$ cat src/rtl/div_pkg.sv
// Shared types and constants for the sequential divider.
package div_pkg;

   localparam int unsigned DIV_W     = 32;
   localparam int unsigned DIV_CNT_W = $clog2(DIV_W);

   typedef enum logic [2:0] {
      IDLE = 3'd0,
      RUN  = 3'd1,
      ZERO = 3'd2,
      FIX  = 3'd3,
      DONE = 3'd4
   } div_state_t;

endpackage

$ cat src/rtl/addsub_33bit.sv
// Combinational add/subtract used for the divide step, the final correction and negation.
module addsub_33bit #(
   parameter int unsigned W = 33
) (
   input  logic [W-1:0] a,
   input  logic [W-1:0] b,
   input  logic         sub,
   output logic [W-1:0] y
);

   // y = a - b when sub is set, a + b otherwise (modulo 2^W)
   always_comb begin
      y = sub ? (a - b) : (a + b);
   end

endmodule

$ cat src/rtl/div_seq_32bit.sv
// Sequential radix-2 non-restoring divider, signed or unsigned, one quotient bit per cycle.
module div_seq_32bit
   import div_pkg::*;
#(
   parameter int unsigned WIDTH = DIV_W
) (
   input  logic             clk,
   input  logic             clear_n,
   input  logic             start,
   input  logic             signed_op,
   input  logic [WIDTH-1:0] dividend,
   input  logic [WIDTH-1:0] divisor,
   output logic             busy,
   output logic             done,
   output logic [WIDTH-1:0] quotient,
   output logic [WIDTH-1:0] remainder,
   output logic             div_by_zero
);

   localparam int unsigned CNT_W = $clog2(WIDTH);
   localparam logic [WIDTH-1:0] ONE = WIDTH'(1);
   localparam logic [CNT_W-1:0] LAST_STEP = CNT_W'(WIDTH - 1);

   div_state_t       r_state;
   div_state_t       w_state_next;
   logic [CNT_W-1:0] r_cnt;
   logic [WIDTH:0]   r_rem;      // signed partial remainder, one guard bit
   logic [WIDTH-1:0] r_quo;      // dividend magnitude shifting out, quotient shifting in
   logic [WIDTH-1:0] r_dsr;      // divisor magnitude
   logic             r_neg_q;
   logic             r_neg_r;
   logic [WIDTH-1:0] r_quotient;
   logic [WIDTH-1:0] r_remainder;
   logic             r_dbz;

   logic             w_a_neg;
   logic             w_b_neg;
   logic [WIDTH-1:0] w_a_mag;
   logic [WIDTH-1:0] w_b_mag;
   logic             w_dsr_zero;
   logic [WIDTH:0]   w_shift_r;
   logic [WIDTH:0]   w_add_a;
   logic             w_add_sub;
   logic [WIDTH:0]   w_step;
   logic [WIDTH:0]   w_rem_fix;
   logic [WIDTH:0]   w_neg_q;
   logic [WIDTH:0]   w_neg_r;
   logic [WIDTH-1:0] w_quo_final;
   logic [WIDTH-1:0] w_rem_final;
   logic             w_unused;

   // Operand magnitudes and signs at the start request; most-negative maps to 2^(WIDTH-1)
   always_comb begin
      w_a_neg    = signed_op & dividend[WIDTH-1];
      w_b_neg    = signed_op & divisor[WIDTH-1];
      w_a_mag    = w_a_neg ? (~dividend + ONE) : dividend;
      w_b_mag    = w_b_neg ? (~divisor + ONE) : divisor;
      w_dsr_zero = (divisor == '0);
   end

   // The step adder also performs the FIX correction (R + D) on a negative final remainder
   always_comb begin
      w_shift_r = {r_rem[WIDTH-1:0], r_quo[WIDTH-1]};
      if (r_state == FIX) begin
         w_add_a   = r_rem;
         w_add_sub = 1'b0;
      end else begin
         w_add_a   = w_shift_r;
         w_add_sub = ~r_rem[WIDTH];
      end
   end

   addsub_33bit #(
      .W (WIDTH + 1)
   ) u_step (
      .a   (w_add_a),
      .b   ({1'b0, r_dsr}),
      .sub (w_add_sub),
      .y   (w_step)
   );

   // Remainder after correction, then sign restoration by 0 - x
   always_comb begin
      w_rem_fix = r_rem[WIDTH] ? w_step : r_rem;
   end

   addsub_33bit #(
      .W (WIDTH + 1)
   ) u_neg_q (
      .a   ('0),
      .b   ({1'b0, r_quo}),
      .sub (1'b1),
      .y   (w_neg_q)
   );

   addsub_33bit #(
      .W (WIDTH + 1)
   ) u_neg_r (
      .a   ('0),
      .b   (w_rem_fix),
      .sub (1'b1),
      .y   (w_neg_r)
   );

   // Final signed results: quotient truncates toward zero, remainder follows the dividend
   always_comb begin
      w_quo_final = r_neg_q ? w_neg_q[WIDTH-1:0] : r_quo;
      w_rem_final = r_neg_r ? w_neg_r[WIDTH-1:0] : w_rem_fix[WIDTH-1:0];
      w_unused    = ^{w_neg_q[WIDTH], w_neg_r[WIDTH]};
   end

   // Next-state and status decode
   always_comb begin
      w_state_next = r_state;
      busy         = 1'b0;
      done         = 1'b0;
      unique case (r_state)
         IDLE: begin
            if (start) begin
               w_state_next = w_dsr_zero ? ZERO : RUN;
            end
         end
         RUN: begin
            busy = 1'b1;
            if (r_cnt == LAST_STEP) begin
               w_state_next = FIX;
            end
         end
         ZERO: begin
            busy         = 1'b1;
            w_state_next = DONE;
         end
         FIX: begin
            busy         = 1'b1;
            w_state_next = DONE;
         end
         DONE: begin
            done         = 1'b1;
            w_state_next = IDLE;
         end
         default: w_state_next = IDLE;
      endcase
   end

   // State register
   always_ff @(posedge clk or negedge clear_n) begin
      if (!clear_n) begin
         r_state <= IDLE;
      end else begin
         r_state <= w_state_next;
      end
   end

   // Datapath: operand latch, one shift/add-subtract step per RUN cycle, result write-back
   always_ff @(posedge clk or negedge clear_n) begin
      if (!clear_n) begin
         r_cnt       <= '0;
         r_rem       <= '0;
         r_quo       <= '0;
         r_dsr       <= '0;
         r_neg_q     <= 1'b0;
         r_neg_r     <= 1'b0;
         r_quotient  <= '0;
         r_remainder <= '0;
         r_dbz       <= 1'b0;
      end else begin
         unique case (r_state)
            IDLE: begin
               if (start) begin
                  r_cnt   <= '0;
                  r_rem   <= '0;
                  r_dsr   <= w_b_mag;
                  r_neg_q <= w_a_neg ^ w_b_neg;
                  r_neg_r <= w_a_neg;
                  // Divide-by-zero reports the raw dividend, so keep it unmodified
                  r_quo   <= w_dsr_zero ? dividend : w_a_mag;
               end
            end
            RUN: begin
               r_rem <= w_step;
               r_quo <= {r_quo[WIDTH-2:0], ~w_step[WIDTH]};
               r_cnt <= r_cnt + CNT_W'(1);
            end
            ZERO: begin
               r_quotient  <= '1;
               r_remainder <= r_quo;
               r_dbz       <= 1'b1;
            end
            FIX: begin
               r_quotient  <= w_quo_final;
               r_remainder <= w_rem_final;
               r_dbz       <= 1'b0;
            end
            default: ;
         endcase
      end
   end

   assign quotient    = r_quotient;
   assign remainder   = r_remainder;
   assign div_by_zero = r_dbz;

endmodule

$ cat config.mk
export PLATFORM = sky130hd
export DESIGN_NAME = div_seq_32bit
export DESIGN_NICKNAME = d
export VERILOG_FILES = /design/src/rtl/div_pkg.sv /design/src/rtl/addsub_33bit.sv /design/src/rtl/div_seq_32bit.sv
export SDC_FILE = /design/constraint.sdc
export NUM_CORES = 1
export LEC_CHECK = 0
export ABC_AREA = 1
export BUFFER_PORTS_ARGS = -buffer_cell sky130_fd_sc_hd__buf_2
export CAP_MARGIN = 20
export CORE_MARGIN = 3
export CORE_UTILIZATION = 60
export CTS_CLUSTER_DIAMETER = 120
export DETAILED_ROUTE_END_ITERATION = 10
export GPL_ROUTABILITY_DRIVEN = 0
export PLACE_DENSITY = 0.78
export SKIP_LAST_GASP = 1
export SLEW_MARGIN = 10
export SYNTH_ARGS = -nofsm -noshare
export SYNTH_HDL_FRONTEND = slang
export SYNTH_SLANG_ARGS = --single-unit
$ cat constraint.sdc
create_clock -name clk -period 5.4 [get_ports clk]
set_input_delay 1.08 -clock clk [delete_from_list [all_inputs] [get_ports clk]]
set_output_delay 1.08 -clock clk [all_outputs]
set_load 0.02 [all_outputs]
Yosys cells after proc, flatten, opt, wreduce, memory -nomap -nowiden
Index checks and enable logic that the tools add are counted.

Register bits: 172. Bits of input ports: 68. Output and inout bits: 67. Word-level logic and storage cells: 64.

Add/subtract/negate cells: 7. Eq/ne operators: 7. Muxes and demuxes: 24. Bitwise logic cells: 7. Reductions and logical operators: 9.

Operators with widths (number): $mux 32 (7); $pmux 32 s2 (3); $mux 33 (3); $pmux 33 s2 (1); $add 32x1->32 const B (2); $not 32->32 (2); $sub 1x32->32 const A (2); $add 33x32->33 (1); $sub 33x32->33 (1); $logic_not 32->1 (1); $pmux 5 s2 (1); $pmux 3 s3 (1); $eq 3x2->1 const B (2); $mux 3 (2); $reduce_and 2->1 (3); $add 5x1->5 const B (1); $eq 5x5->1 const B (1); $mux 5 (1); $ne 2x2->1 const B (2); $reduce_bool 2->1 (2); $eq 3x1->1 const B (1); $eq 3x3->1 const B (1); $logic_not 3->1 (1); $mux 1 (3); other kinds (7) (9).

Logic depth before layout (Yosys ltp)
Gate-level depths: netlist of run 1.

Depth in word-level cells: 8. Gate-level depth with buffers: 34. Gate-level depth less buffers: 34.

Hierarchy
Synthesis of run 1 repeated with hierarchy kept, for this count alone.

Cell total of the unflattened synthesis: 3517. Area total of the unflattened synthesis: 20380.8 um^2.

By module, submodules not included: div_seq_32bit (instances 1, cells an instance 1510, area each 10505.1 um^2, sequential area each 4304.1 um^2); addsub_33bit (instances 3, cells an instance 669, area each 3291.9 um^2, sequential area each 0.0 um^2).

Least setup slack after synthesis of run 1
OpenSTA, ideal clock, no wires.

Kind: register to register. Start: register r_state[2]. End: register r_remainder[28] (netlist: remainder[28]). Library setup time: 117 ps. Arrival: 3830 ps. Required time: 5283 ps. Path slack: 1453 ps. Stages on the path, launching flop included: 29. Path buffers: 2. Clock period less this slack: 3947 ps. Cell sequence: dfrtp_1 -> nor2_2 -> inv_2 -> nor2_2 -> buf_4 -> clkbuf_1 -> nand2_1 -> o21ai_0 -> inv_1 -> ha_1 -> fa_1 -> nand2_1 -> o21ai_0 -> ha_1 -> inv_1 -> nor2_1 -> nand3_1 -> nor2_1 -> nand2_1 -> nor2_2 -> nand3_1 -> nand2_2 -> nand3_2 -> nor2_4 -> nand3_1 -> nand2_1 -> nand3_1 -> nand2_1 -> nand2_1.

Longest elaborated chain between the ends: 8. Elaborated cells between the ends (all ways): 12. Classes of those cells: 3 x add/sub; 2 x eq/ne; 6 x mux; 1 x reduce/logical.

RTL lines: from (decl) (line div_seq_32bit.sv:24) `div_state_t r_state;`; from (signal assigned) (line div_seq_32bit.sv:150) `r_state <= w_state_next;`; $eq 3x2->1 (line div_seq_32bit.sv:64, div_seq_32bit.sv:167); $mux 33 (line div_seq_32bit.sv:64) `if (r_state == FIX) begin`; $add 33x32->33 / $sub 33x32->33 (equally long branches) (line addsub_33bit.sv:13) `y = sub ? (a - b) : (a + b);`; $mux 33 (line addsub_33bit.sv:13); $mux 32 (line div_seq_32bit.sv:84) `w_rem_fix = r_rem[WIDTH] ? w_step : r_rem;`; $sub 1x32->32 (line addsub_33bit.sv:13); $mux 32 (line div_seq_32bit.sv:108) `w_rem_final = r_neg_r ? w_neg_r[WIDTH-1:0] : w_rem_fix[WIDTH-1:0];`; $pmux 32 s2 (line div_seq_32bit.sv:167) `unique case (r_state)`; to (signal assigned) (line div_seq_32bit.sv:186) `r_remainder <= r_quo;`; to (signal assigned) (line div_seq_32bit.sv:191) `r_remainder <= w_rem_final;`; to (decl) (line div_seq_32bit.sv:33) `logic [WIDTH-1:0] r_remainder;`.

Several ways; a longest one is shown, not always the timed one. A chain may end at the register's enable or synchronous reset.

Worst setup path after layout of run 1
Start: register r_state[1]. End: register r_remainder[29] (netlist: remainder[29]).

Same word-level chain as after synthesis.

==> metrics, run 1 <==
status=complete, no violations; crit start category=flop; # fillers=around 2.1k; initial antenna violation count=0; Die X=roughly 160 microns; Total Wirelength=42000 microns; I/O pin cnt=about 140; largest net degree at the start of global routing=94; Final nets=2387; post-synthesis register bit count=172; Tightest Hold Check Type=reg2reg; post-DR vias/cell=5.77; Slew @ Worst Pin=0.967 ns; # Post-CTS Setup Buffers=0; unrepaired setup endpoints after global routing=false; CTS max path bufs=2; Rel. slew slack=0.355; Setup Skew=roughly 0.019 ns; CP Class=reg2reg; H-Tree Level Count=4; hold slack=0.480 ns; Worst path max stage delay=0.60 ns; ANT nets after route=0; die area=roughly 25000 sq um; Fin. Hold Viols=0; Final Cycle Share=0.904; core area=22700 sq um; commonest non-fill, non-tap cell in the layout=nand2_1; register area share after synthesis=0.310; worst path required time=5.74 ns; Syn Inst Count=2182; Fmax=205 MHz; Max Fanout on Critical Path=17; Setup TNS Final=0 ns; post-synthesis net count=2290; Hold Buf Count CTS=0; Clock Latency Late Sink=0.45 ns; Area Overhead vs Synth=10.8%; Crit. End Element=flop; met2 Use GR=0.530; Port Buf Inserts=about 130; first-pass GRT wire length=67700 microns; ANT cells=0; mapped cell area=13900 sq um; Setup-failing EPs final=0; CTS Buf Count=17; Die Height=158 microns; Post-DP HPWL=31400 microns; initial core utilization=0.611; post-cts resize count=0; Clk Tree Root Cell=clkbuf_16; M1 GR Usage=0.461; Yosys Warn Count=0; total gr overflow=0; WL per Instance=16.3 microns; CP max stage cell=nor2_2; vias in the first global route=14.0k; clk slew on worst S/H paths=~0.080 ns; fin. max-slew vios=0; Worst EP arrival=5.22 ns; Remaining DRCs=0; commonest cells after routing, fill and taps aside=686 x nand2_1, 318 x inv_1, 201 x nor2_1; via count=approximately 15k; clk sinks=roughly 170; Iteration-0 DRC Markers=1542; Max-Cap Viols=0; met3 Resource Use GR=0.0451; 1st-pass router iterations=6; cell mode on critical path=nand2_1; Period minus WS final=4.88 ns; grt peak-use layer=met2; row count=55; layout cells sized above 1=0.0990; Tot GR Track Use=0.337; library cells used by synthesis=50; Syn Area/Cell=6.36 sq um; CTS tree=built
-- metal layers --
metal / share of wire / routed length [microns] / up-vias
met5: 0 / 0 / -
met4: 0.047 / 1960 / 0
met3: 0.084 / 3540 / 138
met2: 0.44 / 18600 / 772
met1: 0.43 / 17900 / 6785
li1: - / - / 7175
-- kinds of logic (layout without fill, tap and decap cells) --
| kind of cell | after synthesis | in the layout | share of synthesized area |
|---|---|---|---|
| compound gates | 352 | 352 | 0.147 |
| xor+xnor | 96 | 96 | 0.0606 |
| fa+ha+maj | 40 | 40 | 0.0366 |
| simple gates | 1121 | 1121 | 0.334 |
| buf+inv | 401 | 511 | 0.112 |
| flops | 172 | 172 | 0.310 |
-- cell usage after synthesis, drive strengths merged --
| cell type | count | area [sq um] |
|---|---|---|
| xor2 | 58 | 508 |
| or2 | 3 | 18.8 |
| a21o | 3 | 22.5 |
| o31ai | 6 | 45.0 |
| nand3b | 6 | 45.0 |
| o22ai | 13 | 81.3 |
| o211ai | 10 | 75.1 |
| a22o | 2 | 17.5 |
| a21oi | 74 | 374 |
| xnor2 | 38 | 333 |
| dfrtp | 172 | 4300 |
| o2111ai | 1 | 8.76 |
| o21bai | 5 | 37.5 |
| nor4 | 6 | 37.5 |
| fa | 1 | 20.0 |
| nor2 | 213 | 842 |
| clkinv | 4 | 15.0 |
| o32ai | 4 | 35.0 |
| o221ai | 34 | 298 |
| a31o | 1 | 8.76 |
| nand2 | 698 | 2650 |
| buf | 14 | 87.6 |
| clkbuf | 56 | 210 |
| nor3 | 42 | 220 |
| nand4 | 22 | 144 |
| ha | 39 | 488 |
| and2 | 2 | 12.5 |
| inv | 325 | 1220 |
| a31oi | 10 | 62.6 |
| dlygate4sd1 | 2 | 17.5 |
| a41oi | 1 | 8.76 |
| nand3 | 127 | 651 |
| nor3b | 2 | 15.0 |
| o21ai | 188 | 963 |
-- registers in the layout, indices dropped and copies added (netlist names) --
| name | count |
|---|---|
| r_neg_q | 1 |
| div_by_zero | 1 |
| r_neg_r | 1 |
| r_quo | 32 |
| remainder | 32 |
| r_state | 3 |
| r_dsr | 32 |
| r_cnt | 5 |
| quotient | 32 |
| r_rem | 33 |
-- metrics by stage --
step | instances | util | setup slack [ns] | instance area, sq um
after CTS | 2577 | 0.677 | 0.650 | 15400
after global placement | 2544 | 0.649 | 0.809 | 14700
after global routing | 2577 | 0.677 | 0.124 | 15400
after floorplan | 2182 | - | 1.45 | 13900
after detailed placement | 2545 | 0.650 | 0.693 | 14800
final | 2577 | 0.677 | 0.520 | 15400
-- critical path, delay by kind of cell, from the launching register on --
family | cells | cell delay [ns]
AOI/OAI and AO/OA | 1 | 0.16
adders and majority gates | 1 | 0.39
and+or+nand+nor | 23 | 3.14
DFF | 1 | 0.39
buffers and inverters | 3 | 0.50
xor gates and xnor gates | 1 | 0.21
-- final cells by class --
cell class | instances | area [sq um] | share of cell area
Sequential cell | 172 | 4300 | 0.280
Clock inverter | 15 | 204 | 0.0133
Inverter | 329 | 1230 | 0.0803
Multi-Input combinational cell | 1609 | 8040 | 0.523
Clock buffer | 17 | 425 | 0.0277
Timing Repair Buffer | 150 | 817 | 0.0531
Tap cell | 285 | 357 | 0.0232
-- worst paths after layout --
kind | slack [ns] | start | end | cells past startpoint
worst max register to register | 0.52 | r_state[1]$_DFFE_PN0P_ | remainder[29]$_DFFE_PN0P_ | 29
worst min register to register | 0.48 | remainder[13]$_DFFE_PN0P_ | remainder[13]$_DFFE_PN0P_ | 2
worst max-delay path | 0.52 | r_state[1]$_DFFE_PN0P_ | remainder[29]$_DFFE_PN0P_ | 29
max in group asynchronous | 3.65 | clear_n | r_quo[1]$_DFFE_PN0P_ | 2
min in group asynchronous | 0.64 | clear_n | r_rem[23]$_DFFE_PN0P_ | 1
worst min-delay path | 0.48 | remainder[13]$_DFFE_PN0P_ | remainder[13]$_DFFE_PN0P_ | 2
Power of run 1 is not shown: default switching activity piles up to over one toggle a cycle in this logic, so the estimate is an artifact.
==> run 2, diff against run 1 <==
--- a/config.mk
+++ b/config.mk
@@ -5,15 +5,14 @@
 export SDC_FILE = /design/constraint.sdc
 export NUM_CORES = 1
 export LEC_CHECK = 0
-export ABC_AREA = 1
 export BUFFER_PORTS_ARGS = -buffer_cell sky130_fd_sc_hd__buf_2
 export CAP_MARGIN = 20
 export CORE_MARGIN = 3
-export CORE_UTILIZATION = 60
+export CORE_UTILIZATION = 55
 export CTS_CLUSTER_DIAMETER = 120
 export DETAILED_ROUTE_END_ITERATION = 10
 export GPL_ROUTABILITY_DRIVEN = 0
-export PLACE_DENSITY = 0.78
+export PLACE_DENSITY = 0.75
 export SKIP_LAST_GASP = 1
 export SLEW_MARGIN = 10
 export SYNTH_ARGS = -nofsm -noshare
==> constraint.sdc (replaced) <==
create_clock -name clk -period 3.95 [get_ports clk]
set_input_delay 0.79 -clock clk [delete_from_list [all_inputs] [get_ports clk]]
set_output_delay 0.79 -clock clk [all_outputs]
set_load 0.02 [all_outputs]
==> run 2 against run 1 <==
The run now ends with setup timing left. Setup slack got worse by 1.4 ns. Die area rose by 0.56%. Clock-buffer cell count did not move. First-iteration DRC count rose by 2.0%. Largest cell class unchanged.
==> metrics, run 2 <==
ANT cells=0; Final WS setup=-0.895 ns; Setup crit end=remainder[30]$_DFFE_PN0P_; core area=22800 sq um; die area=roughly 25000 sq um; H-Tree Level Count=4; area of the multi-input gates=8920 sq um; Rel. slew slack=0.308; FF-to-FF path depth=20; CTS max path bufs=2; ANT nets after route=0; Clock Latency Late Sink=around 0.45 ns; Yosys Warn Count=0; 1st-pass router iterations=7; Syn Inst Count=1570; FF-to-FF End=remainder[30]$_DFFE_PN0P_; most common cell in the synthesized netlist=nand2_1; clk slew on worst S/H paths=about 0.090 ns; first-pass GRT wire length=64100 microns; Tightest Hold Check Type=in2async; Setup Skew=0.0130 ns; Main synth FF type=dfrtp_1; WL per Instance=19.8 microns; CTS tree=built; synth top area cells=dfrtp_1 34%, nand2_1 7.7%, xor2_1 7.5%, o21ai_0 6.1%, xnor2_1 4.0%; Period minus WS final=~4.8 ns; commonest non-fill, non-tap cell in the layout=buf_4; Area Overhead vs Synth=34.6%; # fillers=between 1.5k and 2k; largest area contributor in the netlist=dfrtp_1; post-synthesis net count=1678; Yosys top cell area share=0.336; Die X=between 150 and 200 microns; Post-synth EDFFs=0; DP Cell Count=2175; Iteration-0 DRC Markers=about 1.6k; Reg with most FFs=r_rem; Clk Tree Root Cell=clkbuf_16; total gr overflow=0; Fin. Hold Viols=0; row count=55; R2R setup slack=-0.89 ns; CTS Buf Count=17; post-synthesis register bit count=172; Max Fanout on Critical Path=4; ys async rst share=1.00; fin. max-slew vios=0; CP Launch Point=r_dsr[10]$_DFFE_PN0P_; Post-Place Worst Slack=-0.878 ns; delay-heaviest family, CP=compound AO/OA/AOI/OAI gates; Tot GR Track Use=0.321; Final nets=a little over 2k; Port Buf Inserts=134; Critical R2R Launch=r_dsr[10]$_DFFE_PN0P_; Fmax=206 MHz; Remaining DRCs=0; failing checks=setup timing; Final Cycle Share=1.23; layout cells sized above 1=0.319; Reg area=roughly 4300 sq um; CP Class=reg2reg; most common library cells after synthesis=262 x nand2_1, 172 x dfrtp_1, 157 x o21ai_0, 110 x xor2_1, 106 x nor2_1; initial core utilization=0.562; Worst EP arrival=5.16 ns; Worst path max stage delay=~0.54 ns; Post-DP HPWL=29800 microns; crit start category=flop; Total Wirelength=44400 microns; status=complete, but fails checks; I/O pin cnt=approximately 140; vias in the first global route=12.6k; Max-Cap Viols=0; unrepaired setup endpoints after global routing=true; fin cells=2238; initial antenna violation count=1; crit-path cells=or4_4 -> or2_4 -> buf_6 -> nor3_4 -> nand2_4 -> o41ai_4 -> xor2_1 -> ha_1 -> a21o_1 -> a31oi_2 -> inv_1 -> a221o_1 -> a221o_1 -> xor2_2 -> mux2i_1 -> buf_4 -> inv_1 -> o41ai_4 -> xnor2_1 -> a21oi_1; Die Height=approximately 160 microns; Setup-failing EPs final=29; register area share after synthesis=0.336; Buf/Inv on CP=4; Critical Path Stages=20; Syn Area/Cell=8.15 sq um; largest net degree at the start of global routing=95; clk sinks=172; library cells used by synthesis=79; via count=14.1k; post-layout util=0.756; post-DR vias/cell=6.31; Largest register FFs=33; Crit. End Element=flop; CP max stage cell=or4_4; Slew @ Worst Pin=1.04 ns; commonest cells after routing, fill and taps aside=271 x buf_4, 255 x nand2_1, 171 x dfrtp_1; mapped cell area=12800 sq um; worst path required time=4.27 ns
[run 2: changes by cell type after synthesis, sizes merged, moves of 22 or more]
cell    before  now
mux2i        0   30
inv        325   24
xor2        58  110
nor2       213  106
nand2      698  262
or4          0   22
o31ai        6   36
o41ai        0   24
o221ai      34    2
clkbuf      56   79
nand3      127   29
a22oi        0   33
a21oi       74  104
[run 2: cell families after synthesis]
logic type	Yosys count	synth area share
simple gates	555	0.204
buf+inv	122	0.0378
fa+ha+maj	40	0.0397
compound gates	476	0.237
mux	36	0.0287
xor+xnor	169	0.116
flops	172	0.336
[run 2: layout make-up]
type / count / share of cell area
sequential: 172 / 0.250
inverter: 25 / 0.00545
clock buffer: 17 / 0.0247
multi-input combinational: 1276 / 0.518
timing repair buffer: 420 / 0.168
tap: 313 / 0.0227
clock inverter: 15 / 0.0115
[run 2: repair_timing]
action,in CTS,in global routing
endpoints found under the setup margin,29,36
buffers inserted,12,23
hold buffers,0,0
pin swaps,23,51
resized for setup,29,147
[run 2: worst register-to-register path, delay by kind of cell (launching register included)]
family | cells | cell delay (ns)
AOI/OAI and AO/OA | 7 | 1.68
xor gates and xnor gates | 3 | 0.58
adders and majority gates | 1 | 0.30
buffers and inverters | 4 | 0.42
DFF | 1 | 0.39
muxes | 1 | 0.25
and+or+nand+nor | 4 | 1.09
[run 2: how the worst min path moves through the flow]
| stage | startpoint | endpoint | slack [ns] | cells after the start |
|---|---|---|---|---|
| CTS | clear_n | quotient[10]$_DFFE_PN0P_ | 0.45 | 1 |
| global route | clear_n | quotient[10]$_DFFE_PN0P_ | 0.46 | 1 |
| floorplan | r_cnt[3]$_DFFE_PN0P_ | r_cnt[3]$_DFFE_PN0P_ | 0.45 | 1 |
| finish | clear_n | quotient[10]$_DFFE_PN0P_ | 0.39 | 1 |
| detailed placement | remainder[8]$_DFFE_PN0P_ | remainder[8]$_DFFE_PN0P_ | 0.47 | 2 |
| global placement | div_by_zero$_DFFE_PN0P_ | div_by_zero$_DFFE_PN0P_ | 0.46 | 2 |
[run 2: through the flow]
stage | hold slack (ns) | setup TNS (ns) | area, sq um
finish | 0.388 | -14.16 | 17200
global route | 0.457 | -18.99 | 17200
CTS | 0.448 | -13.87 | 16400
floorplan | 0.449 | -9.57 | 13000
detailed placement | 0.466 | -14.21 | 15600
global placement | 0.457 | -11.65 | 15600
[run 2: per-layer routing]
metal,part of all wire,track usage,vias to the layer above
met5,0.00029,0,-
met3,0.11,0.0856,203
li1,-,-,6324
met2,0.46,0.505,906
met1,0.38,0.427,6680
met4,0.045,0.116,2
Power of run 2 is left out for the same reason.
